<file path="src/rtl/alu_result_fifo.sv">
// ---------------------------------------------------------------------------
// alu_result_fifo
//
// Show-ahead FIFO that buffers ALU results together with their flags and
// opcode. Results whose opcode is illegal (3'b110 / 3'b111) are handshaken
// but dropped, and a saturating error counter records each drop. A sticky
// flag remembers that a stored result carried out since it was last cleared.
//
// Ports
//   clk           : single clock, rising edge
//   rst           : synchronous active-high reset
//   in_valid      : producer presents a result
//   in_ready      : block accepts the presented result this cycle
//   in_result     : 4-bit ALU result
//   in_carry      : ALU carry out
//   in_zero       : ALU zero flag
//   in_op         : opcode that produced the result
//   out_valid     : head entry available
//   out_ready     : consumer takes the head entry
//   out_data      : head entry {op[2:0], carry, zero, result[3:0]}, 0 if empty
//   count         : number of stored entries
//   clear_sticky  : clears sticky_carry (a same-edge carry push wins)
//   sticky_carry  : a stored entry with carry=1 was accepted since last clear
//   err_cnt       : dropped illegal-op results, saturating at 15
// ---------------------------------------------------------------------------
module alu_result_fifo #(
  parameter int DEPTH = 4
) (
  input  logic                     clk,
  input  logic                     rst,
  input  logic                     in_valid,
  output logic                     in_ready,
  input  logic [3:0]               in_result,
  input  logic                     in_carry,
  input  logic                     in_zero,
  input  logic [2:0]               in_op,
  output logic                     out_valid,
  input  logic                     out_ready,
  output logic [8:0]               out_data,
  output logic [$clog2(DEPTH):0]   count,
  input  logic                     clear_sticky,
  output logic                     sticky_carry,
  output logic [3:0]               err_cnt
);

  localparam int            AW      = $clog2(DEPTH);
  localparam logic [AW:0]   DEPTH_C = (AW + 1)'(DEPTH);
  localparam logic [2:0]    OP_MAX  = 3'b101;

  logic [8:0]    mem_q [DEPTH];
  logic [AW-1:0] wptr_q, wptr_d;
  logic [AW-1:0] rptr_q, rptr_d;
  logic [AW:0]   count_q, count_d;
  logic          sticky_q, sticky_d;
  logic [3:0]    err_q, err_d;

  logic accept;
  logic legal;
  logic push;
  logic illegal;
  logic pop;

  // Readiness ignores out_ready on purpose: a full block never takes a new
  // entry even if the head leaves on the same edge. Both handshake outputs
  // are forced low during reset.
  always_comb begin
    in_ready  = !rst && (count_q != DEPTH_C);
    out_valid = !rst && (count_q != '0);
    out_data  = out_valid ? mem_q[rptr_q] : 9'h000;

    accept  = in_valid && in_ready;
    legal   = (in_op <= OP_MAX);
    push    = accept && legal;
    illegal = accept && !legal;
    pop     = out_valid && out_ready;
  end

  // Next-state logic. Pointers are AW bits wide, so the power-of-two depth
  // makes the increment wrap modulo DEPTH for free.
  always_comb begin
    wptr_d   = wptr_q;
    rptr_d   = rptr_q;
    count_d  = count_q;
    sticky_d = sticky_q;
    err_d    = err_q;

    if (push) begin
      wptr_d = wptr_q + AW'(1);
    end
    if (pop) begin
      rptr_d = rptr_q + AW'(1);
    end

    unique case ({push, pop})
      2'b10:   count_d = count_q + (AW + 1)'(1);
      2'b01:   count_d = count_q - (AW + 1)'(1);
      default: count_d = count_q;
    endcase

    // The set is evaluated last so a carry push beats a same-edge clear.
    if (clear_sticky) begin
      sticky_d = 1'b0;
    end
    if (push && in_carry) begin
      sticky_d = 1'b1;
    end

    if (illegal && (err_q != 4'hF)) begin
      err_d = err_q + 4'd1;
    end
  end

  always_ff @(posedge clk) begin
    if (rst) begin
      wptr_q   <= '0;
      rptr_q   <= '0;
      count_q  <= '0;
      sticky_q <= 1'b0;
      err_q    <= 4'h0;
    end else begin
      wptr_q   <= wptr_d;
      rptr_q   <= rptr_d;
      count_q  <= count_d;
      sticky_q <= sticky_d;
      err_q    <= err_d;
    end
  end

  // Storage is not reset: an entry is only visible once count covers it.
  always_ff @(posedge clk) begin
    if (push) begin
      mem_q[wptr_q] <= {in_op, in_carry, in_zero, in_result};
    end
  end

  assign count        = count_q;
  assign sticky_carry = sticky_q;
  assign err_cnt      = err_q;

endmodule
</file>
<file path="config.mk">
export PLATFORM = sky130hd
export DESIGN_NAME = alu_result_fifo
export DESIGN_NICKNAME = d
export VERILOG_FILES = /design/src/rtl/alu_result_fifo.sv
export SDC_FILE = /design/constraint.sdc
export NUM_CORES = 1
export LEC_CHECK = 0
export ABC_AREA = 1
export CORE_UTILIZATION = 53
export DETAILED_ROUTE_END_ITERATION = 8
export GPL_TIMING_DRIVEN = 0
export HOLD_SLACK_MARGIN = 0.06
export PLACE_DENSITY_LB_ADDON = 0.08
export SYNTH_ARGS = -nofsm -noshare
export SYNTH_HDL_FRONTEND = slang
export SYNTH_SLANG_ARGS = --single-unit
</file>
<file path="constraint.sdc">
create_clock -name clk -period 2.1 [get_ports clk]
set_clock_uncertainty 0.1 [all_clocks]
set_input_delay 0.42 -clock clk [delete_from_list [all_inputs] [get_ports clk]]
set_output_delay 0.42 -clock clk [all_outputs]
set_load 0.01 [all_outputs]
</file>
==> results.yml, run 1 <==
detailed_routing:
  antenna_left: 0
  dr.pass1.iters: 4
  drc: 0
  wire_per_inst_um: 14.26
  vias_per_cell: 5.168
  drt_first_iter_violations: 56
  num_vias: 1504
  totalWireLength_mm: 4.149
floorplanning:
  design.die.area_mm2: 0.004402
  fp.dieW_um: 66.35
  pin_count: 33
  core_area_mm2: 0.004000
  row_count: 23
  fp.dieH_um: 66.35
  initial_core_util: 0.5486
layout:
  final_nets: 261
  final_cells: 291
  area_delta_synth_final_pct: 21.49
  drive_gt1_frac: 0.1701
  diodes: 0
  design_area_mm2: 0.002666
setup_path:
  r2r_cells: 10
  worst_setup_path_start_kind: "flop"
  arrival_ns: 1.50
  endpoint_kind: "output port"
  path_class: "reg2out"
  crit_required_ns: 1.58
  crit_fanout: 10
worst_hold_path:
  min_path_type: "in2reg"
  whs_path_depth: 2
yosys:
  async_flop_share: 0
  syn-num-nets: 221
  synth_top_area_share: 0.4926
  synth-seq-area-share: 0.6203
  synth.avg_cell_area_um2: 10.97
  synth_flop_cell: "edfxtp_1"
  ys_top_cells_by_area: "edfxtp_1 49%, dfxtp_1 13%, nor2_1 7.7%"
  synth_warnings: 0
  ys_seq_elements: 50
  synth_edf_count: 36
  mappedNetlistArea_mm2: 0.002195
  synthTopCellsByCount: "45 x nor2_1, 36 x edfxtp_1, 22 x a21oi_1"
  synth_most_common_cell: "nor2_1"
  synth_cells: 200
  synth_top_cell_by_area: "edfxtp_1"
  synth.distinct_cells: 25
power_and_ir_drop:
  power_density_mw_per_mm2: 699.8
  pwr-share-clk: 0.286
  p_int_mw: 1.412
  combPwrFrac: 0.128
  seq_power_share: 0.586
  net-switching-power_mw: 0.4539
  swShare: 0.2433
  ir_drop_mv: 0.4873
  p_leak_nw: 1.016
clock_tree:
  ctsHtreeMaxLevel: 2
  clkTransAtPathRegs_ns: 0.08
  cts.sinks: 50
  cts_tree: "yes"
  clockBufferDepth: 2
  insertion_delay_ns: 0.29
  numCtsBuffers: 5
  cts.hold.buffers_added: 0
  cts_root_buffer: "clkbuf_8"
timing:
  setup_viol: 0
  tightest_slew_ns: 0.8697
  rsz0062_at_grt: "true"
  timing.setup.tns_ns: 0
  timing.fmax_mhz: 495.0
  holdWs_ns: 0.2398
  drv_slew: 0
  finalHoldViolCount: 0
  maxSlewHeadroom: 0.4180
  period_minus_slack_ns: 2.020
  post-route-period-util: 0.9620
place:
  portBuffers: 31
  gp_congestion: 0.7236
  dp_cells: 281
  hpwlAfterDp_mm: 2.820
  placed_cell_area_mm2: 0.002567
global_routing:
  grt_use_total: 0.2150
  grt_remaining_overflow: 0
  grt_max_degree: 16
  antenna_found_initial: 0
  grt_pass1_vias: 1490
  grt_pass1_wl_mm: 6.796
outcome:
  status: "finished clean"
run:
  cap_violations: 0
[cell usage in the layout (no fill, tap or decap), types with 6 or more instances in the layout]
cell type	n
clkbuf_2	8
o21ai_0	12
a21oi_1	21
clkdlybuf4s50_1	18
o21ai_1	13
nand2_1	13
nor2_1	45
inv_1	13
ha_1	6
dfxtp_1	12
edfxtp_1	36
[state kept, by name (all words and copies together), names as in the netlist, named ones only]
register and flops:
mem_q 36, err_cnt 4, count 3, rptr_q 2, wptr_q 2, sticky_carry 1
[power by group through the flow]
stage	logic [mW]	registers, mW	clock network (mW)
final	0.239	1.09	0.534
after global routing	0.266	1.10	0.578
after CTS	0.240	1.09	0.544
after detailed placement	0.235	1.12	0
after global placement	0.228	1.11	0
after floorplan	0.128	1.12	0
[cell type report]
type,count,area [µm²]
clock buffer,6,72.57
clock inverter,2,10.01
multi-input combinational,127,734.5
timing repair buffer,33,289.0
buffer,5,56.30
sequential,50,1366
inverter,18,75.07
fill,308,1334
tap,50,62.56
[cell families after synthesis]
kind of cell               count (synthesis)  synth area share
AOI/OAI and AO/OA                         47            0.1072
xor gates and xnor gates                   3           0.01197
adders and majority gates                  7           0.04333
buffers and inverters                     23           0.05245
DFF                                       50            0.6203
and+or+nand+nor                           70            0.1648
[stage by stage]
step / setup WS, ns / total power [mW] / utilization
finish: 0.07974 / 1.866 / 0.6666
detailed placement: -0.5118 / 1.351 / 0.6419
global placement: -0.5096 / 1.342 / 0.6419
CTS: 0.01341 / 1.877 / 0.6703
floorplan: 0.1441 / 1.244 / -
global route: -0.01319 / 1.939 / 0.6666
[timing repair]
action | CTS | global route
setup endpoints to repair | 48 | 44
resized for setup | 25 | 20
pin swaps | 1 | 2
setup buffers | 2 | 0
[layer usage]
layer | vias to the layer above | share of wire | track usage
met5 | - | 0 | 0
met1 | 709 | 0.45 | 0.2489
met4 | 0 | 0.014 | 0.09309
li1 | 762 | - | -
met3 | 6 | 0.032 | 0.04655
met2 | 27 | 0.50 | 0.3801
[final timing paths]
check                 endpoint          from  slack [ns]
setup / recovery   out_data[5]          flop        0.08
hold / removal      err_cnt[3]           rst        0.24
setup reg to reg      count[2]      count[1]        0.15
hold reg to reg   sticky_carry  sticky_carry        0.39
[critical path, cell delays in order, from the launching register on]
cell and delay (ns):
dfxtp_1 0.33, buf_6 0.15, buf_8 0.15, nor2_1 0.05
nor2_1 0.08, o21ai_1 0.08, a21oi_2 0.14, clkdlybuf4s15_2 0.23
Power figures use the tool's default switching activity.
==> inputs of run 2 (changes only) <==
--- a/config.mk
+++ b/config.mk
@@ -6,11 +6,12 @@
 export NUM_CORES = 1
 export LEC_CHECK = 0
 export ABC_AREA = 1
-export CORE_UTILIZATION = 53
+export CORE_UTILIZATION = 55
 export DETAILED_ROUTE_END_ITERATION = 8
 export GPL_TIMING_DRIVEN = 0
-export HOLD_SLACK_MARGIN = 0.06
+export HOLD_SLACK_MARGIN = 0.08
 export PLACE_DENSITY_LB_ADDON = 0.08
+export RECOVER_POWER = 50
 export SYNTH_ARGS = -nofsm -noshare
 export SYNTH_HDL_FRONTEND = slang
 export SYNTH_SLANG_ARGS = --single-unit
==> constraint.sdc (replaced) <==
create_clock -name clk -period 2.5 [get_ports clk]
set_clock_uncertainty 0.1 [all_clocks]
set_input_delay 0.5 -clock clk [delete_from_list [all_inputs] [get_ports clk]]
set_output_delay 0.5 -clock clk [all_outputs]
set_load 0.01 [all_outputs]
==> run 2 against run 1 <==
Clock-buffer cell count is 1 higher. Critical endpoint is now out_data[2]. Largest cell class unchanged. Cell count is 1.4% lower. Clock power hardly changed. Sequential share of layout area is 0.25 points higher.
==> results.yml, run 2 (same netlist as run 1, synthesis figures left out) <==
outcome:
  status: "finished clean"
floorplanning:
  row_count: 22
  fp.dieW_um: 65.17
  fp.dieH_um: 65.17
  design.die.area_mm2: 0.004246
  pin_count: 33
  core_area_mm2: 0.003744
  initial_core_util: 0.5862
layout:
  mostFrequentLayoutCells: "46 x nor2_1, 36 x edfxtp_1, 22 x a21oi_1"
  final_common_cell: "nor2_1"
  drive_gt1_frac: 0.08787
  fin_util: 0.7062
  top_register: "mem_q"
  largest_register_ffs: 36
  diodes: 0
  final_nets: 259
  area_delta_synth_final_pct: 20.47
setup_path:
  cpPeakStageDelay_ns: 0.54
  path_class: "reg2out"
  crit_fanout: 10
  r2r_cells: 11
  worst_setup_path_start_kind: "flop"
  rrSetupSlack_ns: 0.33
  path_buf_inv: 3
  arrival_ns: 1.83
  worstReg2RegStart: "count[2]"
  crit_required_ns: 1.90
  cpMostUsedCell: "nor2_1"
  reg2reg_to: "count[2]"
  crit_chain: "buf_4 -> buf_6 -> nor2_1 -> nor2_1 -> o21ai_1 -> a21oi_1 -> clkdlybuf4s50_1"
  slowest_stage: "clkdlybuf4s50_1"
  endpoint_kind: "output port"
  cpLargestDelayFamily: "buffers and inverters"
timing:
  post-route-period-util: 0.9705
  setup_slack_ns: 0.07364
  period_minus_slack_ns: 2.426
  drv_slew: 0
  maxSlewHeadroom: 0.4299
  rsz0062_at_grt: "false"
  tightest_slew_ns: 0.8520
  finalHoldViolCount: 0
  setup_viol: 0
  timing.fmax_mhz: 412.1
detailed_routing:
  vias_per_cell: 5.209
  wire_per_inst_um: 13.92
  drt_first_iter_violations: 40
  drc: 0
  num_vias: 1495
  dr.pass1.iters: 6
  antenna_left: 0
  totalWireLength_mm: 3.995
global_routing:
  antenna_found_initial: 0
  grt_max_degree: 15
  grt_pass1_vias: 1474
  grt_use_total: 0.2116
  grt_remaining_overflow: 0
  grt_pass1_wl_mm: 6.589
worst_hold_path:
  whs_path_depth: 2
  min_path_type: "in2reg"
  hold-path-endpoint: "err_cnt[2]"
  worstHoldStart: "rst"
run:
  cap_violations: 0
place:
  pre_cts_ws_ns: -0.2593
  portBuffers: 31
  hpwlAfterDp_mm: 2.670
  gp_congestion: 0.7780
clock_tree:
  numCtsBuffers: 5
  postCtsSetupBuffers: 0
  ctsHtreeMaxLevel: 2
  cts.sinks: 50
  clkTransAtPathRegs_ns: 0.08
  insertion_delay_ns: 0.29
  cts_root_buffer: "clkbuf_8"
  clockBufferDepth: 2
  cts_tree: "yes"
power_and_ir_drop:
  power_density_mw_per_mm2: 617.0
  ir_drop_mv: 0.4212
  p_leak_nw: 1.079
run 2: layout make-up:
class                           instances  area (µm²)
Buffer                                  5       48.80
Clock buffer                            7       76.32
Sequential cell                        50        1361
Timing Repair Buffer                   31       315.3
Multi-Input combinational cell        127       676.9
Tap cell                               48       60.06
Fill cell                             283        1100
Clock inverter                          1       30.03
Inverter                               18       75.07
run 2: what timing repair did:
item                                   in CTS  in global routing
hold buffers                                0                  0
setup endpoints to repair                   5                 10
resized for setup                           2                 10
endpoints found under the hold margin       0                  0
run 2: through the flow:
stage / std cells / power (mW) / TNS (ns) / hold WS [ns] / instance area, µm²
after floorplan: 200 / 1.045 / 0 / 0.3671 / 2195
after global placement: 279 / 1.126 / -0.3586 / 0.3531 / 2565
after detailed placement: 279 / 1.134 / -3.450 / 0.3626 / 2565
after CTS: 287 / 1.662 / 0 / 0.3205 / 2678
after global routing: 287 / 1.694 / 0 / 0.3268 / 2644
final: 287 / 1.631 / 0 / 0.3292 / 2644
run 2: worst max path at each step:
stage	endpoint	slack [ns]	cells after the start
2_1_floorplan	count[2]	0.47	11
3_3_place_gp	count[2]	-0.15	10
3_5_place_dp	count[2]	-0.26	10
4_1_cts	out_data[5]	0.007	6
5_1_grt	out_data[2]	0.004	7
6_report	out_data[2]	0.07	7
run 2: per-layer routing:
metal	share of wire	wire [µm]	GRT usage	up-vias
met4	0.013	50	0.06250	0
li1	-	-	-	752
met1	0.42	1661	0.2281	699
met5	0	0	0	-
met3	0.051	202	0.05729	6
met2	0.52	2081	0.3982	38
run 2: where the power goes:
group	switching, mW	internal, mW
combinational	0.104	0.0779
clock	0.233	0.299
sequential	0.0114	0.906
run 2: worst register-to-register path, stage by stage, from the launching register on:
cell,delay (ns)
dfxtp_1,0.41
inv_1,0.10
nand2_2,0.09
nand3_1,0.16
inv_2,0.11
ha_1,0.13
inv_1,0.07
fa_1,0.39
a21oi_1,0.15
o21ai_0,0.12
o21ai_0,0.17
a21oi_1,0.05
